**config.mk**
```make
export PLATFORM = sky130hd
export DESIGN_NAME = hdr_tone_pack_flat
export DESIGN_NICKNAME = d
export VERILOG_FILES = /design/src/rtl/hdr_tone_pack_if.sv /design/src/rtl/hdr_tone_pack.sv /design/src/flat_wrapper.sv
export SDC_FILE = /design/constraint.sdc
export NUM_CORES = 1
export LEC_CHECK = 0
export ABC_AREA = 1
export CAP_MARGIN = 15
export CORE_MARGIN = 4
export CORE_UTILIZATION = 40
export DETAILED_ROUTE_END_ITERATION = 7
export GPL_ROUTABILITY_DRIVEN = 0
export SYNTH_ARGS = -nofsm -noshare
export SYNTH_HDL_FRONTEND = slang
export SYNTH_SLANG_ARGS = --single-unit
```
**constraint.sdc**
```tcl
create_clock -name clk -period 4.2 [get_ports clk]
set_clock_uncertainty 0.05 [all_clocks]
set_input_delay 0.63 -clock clk [delete_from_list [all_inputs] [get_ports clk]]
set_output_delay 0.63 -clock clk [all_outputs]
set_load 0.02 [all_outputs]
```
**src/rtl/hdr_tone_pack_if.sv**
```systemverilog
// hdr_tone_pack_if: valid/ready packet stream (data, sop, eop) with master/slave views
interface hdr_tone_pack_if #(
  parameter int W = 24
);
  logic         valid;
  logic         ready;
  logic [W-1:0] data;
  logic         sop;
  logic         eop;
  modport master (output valid, data, sop, eop, input ready);
  modport slave  (input valid, data, sop, eop, output ready);
endinterface

```
**src/rtl/hdr_tone_pack.sv**
```systemverilog
// hdr_tone_pack: HDR tone compression to 8-bit RGB with packet-safe show-ahead output FIFO; statistics counters enabled by HDR_TONE_PACK_STATS_EN
module hdr_tone_pack #(
  parameter int DATA_WIDTH = 32,
  parameter int DEPTH      = 16
) (
  input  logic            clk,
  input  logic            reset_n,
  hdr_tone_pack_if.slave  asi_snk,
  input  logic [5:0]      shift_i,
  input  logic            clr_i,
  hdr_tone_pack_if.master aso_src,
  output logic            overflow_o,
  output logic [15:0]     frame_cnt_o,
  output logic [15:0]     drop_cnt_o
);
  localparam int CW = DATA_WIDTH + 2;
  localparam int YW = DATA_WIDTH + 3;
  localparam int AW = $clog2(DEPTH);
  localparam logic [AW:0] NEAR = (AW+1)'(DEPTH - 2);
  localparam logic [AW:0] FULL = (AW+1)'(DEPTH);

  typedef enum logic [1:0] {IDLE, PASS, DROP} state_t;

  logic [2:0][CW-1:0] w_x;
  logic [YW-1:0]      w_rnd;
  logic [2:0][YW-1:0] r_y;
  logic [2:0][7:0]    r_c;
  logic               r_v1, r_sop1, r_eop1;
  logic               r_v2, r_sop2, r_eop2;
  logic [25:0]        r_mem [DEPTH];
  logic [AW-1:0]      r_wp, r_rp;
  logic [AW:0]        r_cnt, w_avail;
  logic               w_pop, w_wr, w_eop, w_trunc, w_near, w_room;
  logic               r_ovf;
  state_t             r_state, w_next;

  assign w_x           = asi_snk.data;
  assign asi_snk.ready = 1'b1;
  assign w_rnd         = (shift_i == 6'd0) ? '0 : YW'(1) << (shift_i - 6'd1);

  // Stage 1: round-to-nearest right shift; sop/eop qualified by valid
  always_ff @(posedge clk or negedge reset_n)
    if (!reset_n) begin
      r_y    <= '0;
      r_v1   <= 1'b0;
      r_sop1 <= 1'b0;
      r_eop1 <= 1'b0;
    end else begin
      for (int i = 0; i < 3; i++) r_y[i] <= (YW'(w_x[i]) + w_rnd) >> shift_i;
      r_v1   <= asi_snk.valid;
      r_sop1 <= asi_snk.valid & asi_snk.sop;
      r_eop1 <= asi_snk.valid & asi_snk.eop;
    end

  // Stage 2: saturate each channel to 8 bits
  always_ff @(posedge clk or negedge reset_n)
    if (!reset_n) begin
      r_c    <= '0;
      r_v2   <= 1'b0;
      r_sop2 <= 1'b0;
      r_eop2 <= 1'b0;
    end else begin
      for (int i = 0; i < 3; i++) r_c[i] <= (r_y[i] > YW'(255)) ? 8'hFF : r_y[i][7:0];
      r_v2   <= r_v1;
      r_sop2 <= r_sop1;
      r_eop2 <= r_eop1;
    end

  // Occupancy seen by this cycle's write once the concurrent pop is accounted for;
  // a non-eop write that would leave only one free slot closes the packet early
  assign w_pop   = aso_src.ready & (r_cnt != '0);
  assign w_avail = r_cnt - (AW+1)'(w_pop);
  assign w_near  = w_avail >= NEAR;
  assign w_room  = w_avail != FULL;

  // Packet framing FSM: decide write, forced eop and truncation for the stage-2 pixel
  always_comb begin
    w_next  = r_state;
    w_wr    = 1'b0;
    w_eop   = r_eop2;
    w_trunc = 1'b0;
    if (r_v2)
      case (r_state)
        IDLE:
          if (r_sop2) begin
            if (!w_room) begin
              w_trunc = 1'b1;
              w_next  = r_eop2 ? IDLE : DROP;
            end else begin
              w_wr = 1'b1;
              if (!r_eop2 && w_near) begin
                w_eop   = 1'b1;
                w_trunc = 1'b1;
                w_next  = DROP;
              end else w_next = r_eop2 ? IDLE : PASS;
            end
          end
        PASS: begin
          w_wr = 1'b1;
          if (r_eop2) w_next = IDLE;
          else if (w_near) begin
            w_eop   = 1'b1;
            w_trunc = 1'b1;
            w_next  = DROP;
          end
        end
        DROP:    if (r_eop2) w_next = IDLE;
        default: w_next = IDLE;
      endcase
  end

  // FSM state and sticky overflow; clear beats a same-cycle truncation
  always_ff @(posedge clk or negedge reset_n)
    if (!reset_n) begin
      r_state <= IDLE;
      r_ovf   <= 1'b0;
    end else begin
      r_state <= w_next;
      r_ovf   <= ~clr_i & (r_ovf | w_trunc);
    end

  // FIFO storage (no reset needed: the head is masked while empty)
  always_ff @(posedge clk)
    if (w_wr) r_mem[r_wp] <= {r_sop2, w_eop, r_c};

  // FIFO pointers and occupancy; simultaneous write and pop both apply
  always_ff @(posedge clk or negedge reset_n)
    if (!reset_n) begin
      r_wp  <= '0;
      r_rp  <= '0;
      r_cnt <= '0;
    end else begin
      if (w_wr) r_wp <= r_wp + AW'(1);
      if (w_pop) r_rp <= r_rp + AW'(1);
      r_cnt <= r_cnt + (AW+1)'(w_wr) - (AW+1)'(w_pop);
    end

  assign aso_src.valid = r_cnt != '0;
  assign {aso_src.sop, aso_src.eop, aso_src.data} = aso_src.valid ? r_mem[r_rp] : 26'h0;
  assign overflow_o    = r_ovf;

`ifdef HDR_TONE_PACK_STATS_EN
  logic [15:0] r_frame_cnt, r_drop_cnt;
  logic        w_enter_drop;

  assign w_enter_drop = (w_next == DROP) && (r_state != DROP);

  // Saturating frame/drop statistics; clear has priority over increments
  always_ff @(posedge clk or negedge reset_n)
    if (!reset_n) begin
      r_frame_cnt <= '0;
      r_drop_cnt  <= '0;
    end else if (clr_i) begin
      r_frame_cnt <= '0;
      r_drop_cnt  <= '0;
    end else begin
      if (w_wr && w_eop && r_frame_cnt != 16'hFFFF) r_frame_cnt <= r_frame_cnt + 16'd1;
      if (w_enter_drop && r_drop_cnt != 16'hFFFF) r_drop_cnt <= r_drop_cnt + 16'd1;
    end

  assign frame_cnt_o = r_frame_cnt;
  assign drop_cnt_o  = r_drop_cnt;
`else
  assign frame_cnt_o = 16'h0;
  assign drop_cnt_o  = 16'h0;
`endif
endmodule

```
**src/flat_wrapper.sv**
```systemverilog
// flat-port wrapper written by rule: the top's interface ports become plain ports
module hdr_tone_pack_flat 
#(
  parameter int DATA_WIDTH = 32,
  parameter int DEPTH      = 16
)
  (clk, reset_n, shift_i, clr_i, overflow_o, frame_cnt_o, drop_cnt_o, asi_snk_valid, asi_snk_data, asi_snk_sop, asi_snk_eop, asi_snk_ready, aso_src_valid, aso_src_data, aso_src_sop, aso_src_eop, aso_src_ready);
  hdr_tone_pack_if #(.W(3*((32) + 2))) asi_snk_i ();
  hdr_tone_pack_if #(.W(24)) aso_src_i ();
  input  logic clk;
  input  logic reset_n;
  input  logic [5:0] shift_i;
  input  logic clr_i;
  output logic overflow_o;
  output logic [15:0] frame_cnt_o;
  output logic [15:0] drop_cnt_o;
  input wire logic [$bits(asi_snk_i.valid)-1:0] asi_snk_valid;
  input wire logic [$bits(asi_snk_i.data)-1:0] asi_snk_data;
  input wire logic [$bits(asi_snk_i.sop)-1:0] asi_snk_sop;
  input wire logic [$bits(asi_snk_i.eop)-1:0] asi_snk_eop;
  output wire logic [$bits(asi_snk_i.ready)-1:0] asi_snk_ready;
  output wire logic [$bits(aso_src_i.valid)-1:0] aso_src_valid;
  output wire logic [$bits(aso_src_i.data)-1:0] aso_src_data;
  output wire logic [$bits(aso_src_i.sop)-1:0] aso_src_sop;
  output wire logic [$bits(aso_src_i.eop)-1:0] aso_src_eop;
  input wire logic [$bits(aso_src_i.ready)-1:0] aso_src_ready;
  assign asi_snk_i.valid = asi_snk_valid;
  assign asi_snk_i.data = asi_snk_data;
  assign asi_snk_i.sop = asi_snk_sop;
  assign asi_snk_i.eop = asi_snk_eop;
  assign asi_snk_ready = asi_snk_i.ready;
  assign aso_src_valid = aso_src_i.valid;
  assign aso_src_data = aso_src_i.data;
  assign aso_src_sop = aso_src_i.sop;
  assign aso_src_eop = aso_src_i.eop;
  assign aso_src_i.ready = aso_src_ready;
  hdr_tone_pack #(.DATA_WIDTH(DATA_WIDTH), .DEPTH(DEPTH)) u_core (.clk(clk), .reset_n(reset_n), .asi_snk(asi_snk_i), .shift_i(shift_i), .clr_i(clr_i), .aso_src(aso_src_i), .overflow_o(overflow_o), .frame_cnt_o(frame_cnt_o), .drop_cnt_o(drop_cnt_o));
endmodule
```
# == After elaboration in Yosys (flattened, before gate mapping) ==
# Memories as Yosys holds them, arrays and structs flattened.
# Cells that the tools add are included.
# op_classes
eq_ne,6
magnitude_cmp,4
n_mul,0
n_reduce_logical,6
n_shift,4
addsub,9
bitwise,6
n_div,0
muxes,33
# op_table
cell,n
adder 34 x 35 -> 35 bit,3
"> comparator 35 x 8 -> 1 bit, second input constant",3
right shift 35 x 6 -> 35 bit,3
2-to-1 mux 35 bit,1
"<< shifter 1 x 6 -> 35 bit, first input constant",1
2-to-1 mux 26 bit,1
2-to-1 mux 8 bit,3
2-to-1 mux 1 bit,17
2-to-1 mux 2 bit,7
subtractor 5 x 1 -> 5 bit,2
"adder 4 x 1 -> 4 bit, second input constant",2
logical NOT 6 bit,1
one-hot mux 1 bit (2 select lines),3
one-hot mux 2 bit (3 select lines),1
"subtractor 6 x 1 -> 6 bit, second input constant",1
adder 5 x 1 -> 5 bit,1
"greater-or-equal comparator 5 x 4 -> 1 bit, second input constant",1
"!= test 5 bit, second input constant",1
nonzero test 5 bit,1
bitwise AND 1 bit,4
"!= test 2 x 1 -> 1 bit, second input constant",2
AND reduction 4 bit,1
"!= test 3 x 1 -> 1 bit, second input constant",1
"equality test 2 x 1 -> 1 bit, second input constant",1
6 further kinds,6
# word_totals
output_inout_bits,61
inputBits,115
mem_bits_ro,0
elab_cells,86
regBits,151
mem_count,1
ramBits,416
latch_bits,0
# mem_list
name,words,word_bits,read_ports,rd_ports_with_merged_regs,wr,line,source
u_core.r_mem,16,26,1,0,1,hdr_tone_pack.sv:30,logic [25:0] r_mem [DEPTH];

# == Longest topological paths before layout ==
# Gate-level depths: netlist (run 1).
# logic_depth
word_depth,12
depth_mapped,31
ltp_nobuf,30

# == Worst setup path after synthesis (run 1) ==
# Ideal clock, no wire load.
# synth_path
path_type,reg2reg
from,register u_core.r_cnt[2]
to,"memory u_core.r_mem[11][0], enable pin"
setup_time_ps,409
slack_ps,-324
required_ps,3741
path_buffers,1
stages_incl_launch_ff,17
t_arrival_ps,4065
period_less_slack_ps,4524
cell_sequence,dfrtp_1 > inv_1 > ha_1 > and3_1 > clkbuf_1 > inv_1 > nand2_1 > inv_1 > ha_1 > ha_1 > nand2_1 > xor2_1 > nand3b_1 > nand2_1 > a21oi_1 > nand2_1 > nor2_1
# synth_between
elab_chain_cells,10
# synth_rtl
item,line,source
"start, declared",hdr_tone_pack.sv:32,"logic [AW:0] r_cnt, w_avail;"
"start signal, assigned",hdr_tone_pack.sv:135,r_cnt <= r_cnt + (AW+1)'(w_wr) - (AW+1)'(w_pop);
nonzero test 5 bit,n/a,
via aso_src_valid,flat_wrapper.sv:22,output wire logic [$bits(aso_src_i.valid)-1:0] aso_src_valid;
bitwise AND 1 bit,hdr_tone_pack.sv:71,assign w_pop = aso_src.ready & (r_cnt != '0);
via u_core.w_pop,hdr_tone_pack.sv:33,"logic w_pop, w_wr, w_eop, w_trunc, w_near, w_room;"
subtractor 5 x 1 -> 5 bit,hdr_tone_pack.sv:72,assign w_avail = r_cnt - (AW+1)'(w_pop);
!= test 5 bit,hdr_tone_pack.sv:74,assign w_room = w_avail != FULL;
2-to-1 mux 1 bit,hdr_tone_pack.sv:86,if (!w_room) begin
2-to-1 mux 1 bit,hdr_tone_pack.sv:85,if (r_sop2) begin
one-hot mux 1 bit (2 select lines),hdr_tone_pack.sv:83,case (r_state)
2-to-1 mux 1 bit,hdr_tone_pack.sv:82,if (r_v2)
via u_core.w_wr,hdr_tone_pack.sv:33,
2-to-1 mux 1 bit,hdr_tone_pack.sv:124,"if (w_wr) r_mem[r_wp] <= {r_sop2, w_eop, r_c};"
2-to-1 mux 1 bit (implied by the code),hdr_tone_pack.sv:124,
"end, declared",hdr_tone_pack.sv:30,
# The timed path passes the listed nets, and every way through them passes these cells.

# == Worst setup path after layout (run 1) ==
# layout_path
from,register u_core.r_rp[2]
to,output port aso_src_data[8]
# layout_between
elab_chain_cells,2
# layout_rtl
item,line,source
"start, declared",hdr_tone_pack.sv:31,"logic [AW-1:0] r_wp, r_rp;"
"start signal, assigned",hdr_tone_pack.sv:134,if (w_pop) r_rp <= r_rp + AW'(1);
memory (16 x 26 bit),n/a,
2-to-1 mux 26 bit,hdr_tone_pack.sv:139,"assign {aso_src.sop, aso_src.eop, aso_src.data} = aso_src.valid ? r_mem[r_rp] : 26'h0;"
"end, declared",flat_wrapper.sv:23,output wire logic [$bits(aso_src_i.data)-1:0] aso_src_data;
# Every way passes these cells.

==> results of run 1 <==
==> power by group through the flow <==
| stage | combinational (uW) | clock (uW) | sequential, uW |
|---|---|---|---|
| 6_report | 6590 | 4750 | 6490 |
| 5_1_grt | 7250 | 5060 | 6510 |
| 4_1_cts | 6580 | 4830 | 6480 |
| 3_5_place_dp | 6560 | 0 | 6600 |
| 3_3_place_gp | 6490 | 0 | 6600 |
| 2_1_floorplan | 4020 | 0 | 6480 |
==> area by class of cell <==
class                   count  area [um^2]
fillers                  8550        44300
flip-flops and latches    567        16300
inverters                 451         1710
clock buffers              94         1710
well taps                1165         1460
multi-input cells        3443        17000
clock inverters             9         47.5
repair buffers            709         6060
==> registers in the layout, indices dropped and copies added (netlist names) <==
name	count
u_core.r_v1	1
u_core.r_v2	1
u_core.r_sop2	1
u_core.r_eop1	1
u_core.r_wp	4
u_core.r_mem	416
u_core.overflow_o	1
u_core.r_state	2
u_core.r_rp	4
u_core.r_sop1	1
u_core.r_eop2	1
u_core.r_y	105
u_core.r_c	24
u_core.r_cnt	5
==> cells in the final DEF, fill, tap and decap left out, types with 66 or more instances in the layout <==
cell type / n
edfxtp_1: 416
o21ai_0: 268
nand3_1: 749
nor2_1: 485
dfrtp_1: 148
nand4_1: 82
nand2_1: 1194
o221ai_1: 78
a21oi_1: 130
clkdlybuf4s50_1: 137
ha_1: 66
inv_1: 428
buf_4: 538
==> path summary, 6_finish.rpt <==
path	startpoint	end	slack [ps]
setup / recovery	u_core.r_rp[2]$_DFFE_PN0P_	aso_src_data[8]	180
hold / removal	u_core.r_v1$_DFF_PN0_	u_core.r_v2$_DFF_PN0_	310
setup reg to reg	u_core.r_cnt[2]$_DFF_PN0_	u_core.r_mem[12][21]$_DFFE_PP_	360
hold reg to reg	u_core.r_v1$_DFF_PN0_	u_core.r_v2$_DFF_PN0_	310
max in group asynchronous	reset_n	u_core.r_y[80]$_DFF_PN0_	2640
min in group asynchronous	reset_n	u_core.r_rp[0]$_DFFE_PN0P_	540
==> cell families (layout without fill, tap and decap cells) <==
logic type      after synthesis  count (layout)
other cells                   2              33
xor+xnor                     29              29
compound gates              648             648
buf+inv                     694            1263
fa+ha+maj                    71              71
simple gates               2660            2660
flops                       567             567
mux                           2               2
==> routing by layer <==
layer | up-vias | wire length, um | global-route usage [%]
met2 | 1509 | 55400 | 41.1
met4 | 4 | 6260 | 11.4
met5 | - | 29 | 0
met3 | 281 | 9840 | 3.85
li1 | 17000 | - | -
met1 | 16400 | 55500 | 37.1
==> metrics by stage <==
step / instances / TNS [ps] / area, um^2 / hold slack [ps]
6_report: 6438 / 0 / 44200 / 305
5_1_grt: 6438 / 0 / 44200 / 316
4_1_cts: 6438 / 0 / 44200 / 309
3_5_place_dp: 6334 / -40180 / 42400 / 286
3_3_place_gp: 6334 / -32640 / 42400 / 285
2_1_floorplan: 4704 / -83830 / 35900 / 281
==> what timing repair did <==
action | CTS | global route
pin swaps | 0 | 0
hold buffers | 1 | 0
gates resized for setup | 1 | 7
endpoints found under the setup margin | 1 | 17
hold endpoints to repair | 45 | 0
==> run_results.csv, run 1 <==
group,metric,value,unit
setup_path,cp_slowest_cell,"dfrtp_2",
logic_synthesis,yosysSeqAreaShare,45.5,%
setup_path,arrival,3340,ps
placement,io_buffer_count,142,
placement,pre_cts_slack,-605,ps
logic_synthesis,synth_enable_flop_cells,416,
setup_path,cpLargestDelayFamily,"buffers and inverters",
sta,rsz0062_at_grt,"no",
sta,setup_ws,184,ps
setup_path,worstPathCellList,"inv_1, buf_4, o221ai_1, o211ai_1, a21oi_1, clkdlybuf4s50_1",
pwr,internal-power,11400,uW
cts,cts_made_buffers,56,
pwr,p_sw,6460,uW
pwr,leakage,0.0200,uW
pwr,ir_drop,0.420,mV
logic_synthesis,syn-cell-area,0.0358,mm^2
logic_synthesis,yosys_warnings,0,
setup_path,crit_path_end_kind,"output port",
cts,clk_latency,590,ps
setup_path,cpPeakStageDelay,680,ps
logic_synthesis,ys.flop_type,"edfxtp_1",
setup_path,start_kind,"flip-flop",
logic_synthesis,synthTopCellsByArea,"edfxtp_1 35%, nand2_1 13%, dfrtp_1 11%",
route,vias_per_cell,5.47,
pwr,power,17800,uW
pwr,power.density,403,mW/mm^2
route,post_drt_wl_per_cell,19.7,um
setup_path,rr_worst_depth,17,
logic_synthesis,synth_top_family_by_area,"simple AND/OR/NAND/NOR gates",
logic_synthesis,yosys-top-cells-count,"1194 x nand2_1, 749 x nand3_1, 502 x nor2_1",
logic_synthesis,synthArstFlopShare,26.6,%
logic_synthesis,muxShareOfSynthArea,0.0560,%
sta,fin_crit,4020,ps
cts,clock_path_buffers,3,
route,drtIter0Drc,3651,
route,wirelength,127,mm
job,max_cap_viol_count,0,
pwr,seq_power_share,36.4,%
die,row_count,109,
cts,cts_tree,"yes",
setup_path,required,3520,ps
die,fp.dieH,307,um
finish,antenna_cells,0,
route,firstDrtPassIters,6,
cts,cts_num_sinks,567,
die,die_area,0.0942,mm^2
logic_synthesis,yosysUniqueCellTypes,55,
global_routing,gr-total-overflow,0,
sta,fmax,249,MHz
global_routing,grt_pass1_wl,193,mm
setup_path,cp.depth,6,
logic_synthesis,synthSimpleGateAreaFrac,32.5,%
logic_synthesis,synth-seq-cells,567,
sta,setup_violations,0,
sta,final-max-slew-violation-count,0,
finish,area_delta_synth_final,23.7,%
logic_synthesis,yosysTopAreaCell,"edfxtp_1",
logic_synthesis,synth_xor_xnor_area_share,0.710,%
pwr,p_comb_share,37.0,%
sta,slew-limit-headroom,37.2,%
cts,clock-root-buffer,"clkbuf_16",
outcome,status,"completed",
finish,layout-drive-gt1-share,14.6,%
pwr,p_sw_share,36.3,%
sta,post-route-period-util,95.6,%
logic_synthesis,synth_top_area_share,34.9,%
die,die_w,307,um
finish,fin_util,50.0,%
finish,final_nets,5414,
sta,hold_viol,0,
logic_synthesis,synth-compound-area-share,10.8,%
die,initial_core_util,40.4,%
die,core,0.0885,mm^2
global_routing,grt_pass1_vias,33100,
setup_path,critPathMaxFanout,22,
die,io_pins,176,
cts,clkTransAtPathRegs,60,ps
logic_synthesis,synth_area_per_cell,7.65,um^2
setup_path,critPathBufInv,3,
pwr,clkPwrFrac,26.6,%
logic_synthesis,synthAdderAreaFrac,2.57,%
route,via_count,35200,
cts,postCtsSetupRepairBufs,0,
global_routing,gr-usage-all-layers,26.5,%
logic_synthesis,syn_inst,4673,
global_routing,grt_max_degree,141,
cts,cts.htree.levels,2,
global_routing,antenna_found_initial,2,
route,drtAntennaViolNets,0,
placement,place_hpwl,94.5,mm
route,route.detailed.drc,0,
logic_synthesis,synth.most_common_cell,"nand2_1",
min_path,holdPathStages,0,
min_path,worstHoldPathType,"reg -> reg",
setup_path,crit_type,"reg -> out",
sta,tightest_slew,941,ps
(Power assumes the default switching activity.)
==> inputs of run 2 (changes only) <==
Settings changed: MAX_ROUTING_LAYER set to met4.
==> run_results.csv, run 2 (synthesized netlist as in run 1, its figures left out) <==
group,metric,value,unit
route,route.detailed.drc,0,
cts,cts_tree,"yes",
cts,clock-root-buffer,"clkbuf_16",
finish,area_delta_synth_final,23.7,%
sta,hold_viol,0,
global_routing,grt_pass1_wl,193,mm
route,drtAntennaViolNets,0,
die,io_pins,176,
outcome,status,"completed",
setup_path,arrival,4470,ps
finish,layout-drive-gt1-share,14.6,%
setup_path,critPathMaxFanout,11,
route,drtIter0Drc,3715,
cts,cts.htree.levels,2,
job,max_cap_viol_count,0,
sta,fmax,250,MHz
global_routing,gr-usage-all-layers,27.3,%
route,wirelength,127,mm
sta,post-route-period-util,95.2,%
setup_path,start_kind,"input pin",
route,firstDrtPassIters,8,
route,post_drt_wl_per_cell,19.7,um
finish,layout_commonest_cell,"nand2_1",
die,row_count,109,
setup_path,required,4670,ps
sta,tightest_slew,950,ps
placement,io_buffer_count,142,
cts,clk_latency,590,ps
pwr,ir_drop,0.424,mV
cts,clkTransAtPathRegs,60,ps
sta,tns,0,ps
finish,final_cell_mix,"1194 x nand2_1, 749 x nand3_1, 538 x buf_4",
setup_path,reg2reg_slack,340,ps
die,initial_core_util,40.4,%
sta,final-max-slew-violation-count,0,
sta,setup_violations,0,
finish,largest_reg_flops,416,
die,die_area,0.0942,mm^2
route,vias_per_cell,5.46,
sta,slew-limit-headroom,36.5,%
route,via_count,35100,
placement,place_hpwl,94.5,mm
cts,cts_num_sinks,567,
cts,cts_made_buffers,56,
sta,rsz0062_at_grt,"no",
pwr,power,17800,uW
finish,top_regs,"u_core.r_mem x416, u_core.r_y x105, u_core.r_c x24",
global_routing,gr-total-overflow,0,
die,fp.dieH,307,um
die,die_w,307,um
finish,largest_register,"u_core.r_mem",
cts,clock_path_buffers,3,
global_routing,antenna_found_initial,1,
setup_path,crit_path_end_kind,"flip-flop",
global_routing,grt_max_degree,141,
global_routing,grt_pass1_vias,33100,
finish,final_nets,5414,
pwr,power.density,403,mW/mm^2
min_path,worstHoldPathType,"reg -> reg",
die,core,0.0885,mm^2
setup_path,crit_type,"in -> reg",
pwr,leakage,0.0200,uW
sta,fin_crit,4000,ps
-- run 2: worst max-delay path, stage by stage --
cell and delay [ps]:
clkdlybuf4s50_1 530, inv_2 160, nand2_1 100, buf_12 160, nor2_1 280, buf_4 250, ha_1 290, a21oi_1 140
inv_1 80, a31oi_1 180, nor2_1 60, a2111oi_0 380, buf_4 200, nand2_1 60, nand2_1 60, nand3_1 140
nand2_1 170, nand2_1 80, nand2_1 120, nand3_1 120, nand2_1 100, nand2_1 60, nor2_1 90
-- run 2: per-layer routing --
metal | up-vias | part of all wire (%) | global-route usage [%]
met5 | - | 0 | -
met4 | 0 | 4.9 | 11.3
met3 | 290 | 7.8 | 3.79
met2 | 1474 | 44 | 41.2
met1 | 16400 | 44 | 37.1
li1 | 17000 | - | -
-- run 2: what timing repair did --
action | 4_1_cts | 5_1_grt
setup endpoints to repair | 1 | 18
hold buffers | 1 | 0
resized for setup | 1 | 7
endpoints found under the hold margin | 45 | 0
buffers inserted | 0 | 0
-- run 2: through the flow --
step / hold WS [ps] / instance area [um^2] / setup slack (ps) / instances / util (%)
2_1_floorplan: 281 / 35900 / -324 / 4704 / -
3_3_place_gp: 285 / 42400 / -477 / 6334 / 47.9
3_5_place_dp: 286 / 42400 / -605 / 6334 / 47.9
4_1_cts: 309 / 44200 / 113 / 6438 / 49.9
5_1_grt: 316 / 44200 / 18.7 / 6439 / 50.0
6_report: 305 / 44200 / 200 / 6439 / 50.0
-- run 2: power breakdown --
group / leakage, uW / internal [uW] / total (uW) / switching, uW
Clock: 0.000866 / 2750 / 4750 / 1990
Sequential: 0.00557 / 6270 / 6490 / 217
Combinational: 0.0136 / 2340 / 6590 / 4250
-- run 2: path summary, 6_finish.rpt --
check,cells past startpoint,start,end
setup / recovery,23,shift_i[5],u_core.r_y[83]$_DFF_PN0_
hold / removal,0,u_core.r_v1$_DFF_PN0_,u_core.r_v2$_DFF_PN0_
setup reg to reg,17,u_core.r_cnt[2]$_DFF_PN0_,u_core.r_mem[12][21]$_DFFE_PP_
hold reg to reg,0,u_core.r_v1$_DFF_PN0_,u_core.r_v2$_DFF_PN0_
max in group asynchronous,3,reset_n,u_core.r_c[20]$_DFF_PN0_
min in group asynchronous,2,reset_n,u_core.r_rp[0]$_DFFE_PN0P_
-- run 2: cell type report --
| class | count | area [um^2] |
|---|---|---|
| Fill cell | 8551 | 44300 |
| Multi-Input combinational cell | 3443 | 17000 |
| Sequential cell | 567 | 16300 |
| Timing Repair Buffer | 709 | 6060 |
| Clock buffer | 94 | 1710 |
| Inverter | 451 | 1710 |
| Tap cell | 1165 | 1460 |
| Clock inverter | 9 | 47.5 |
| Antenna cell | 1 | 2.50 |
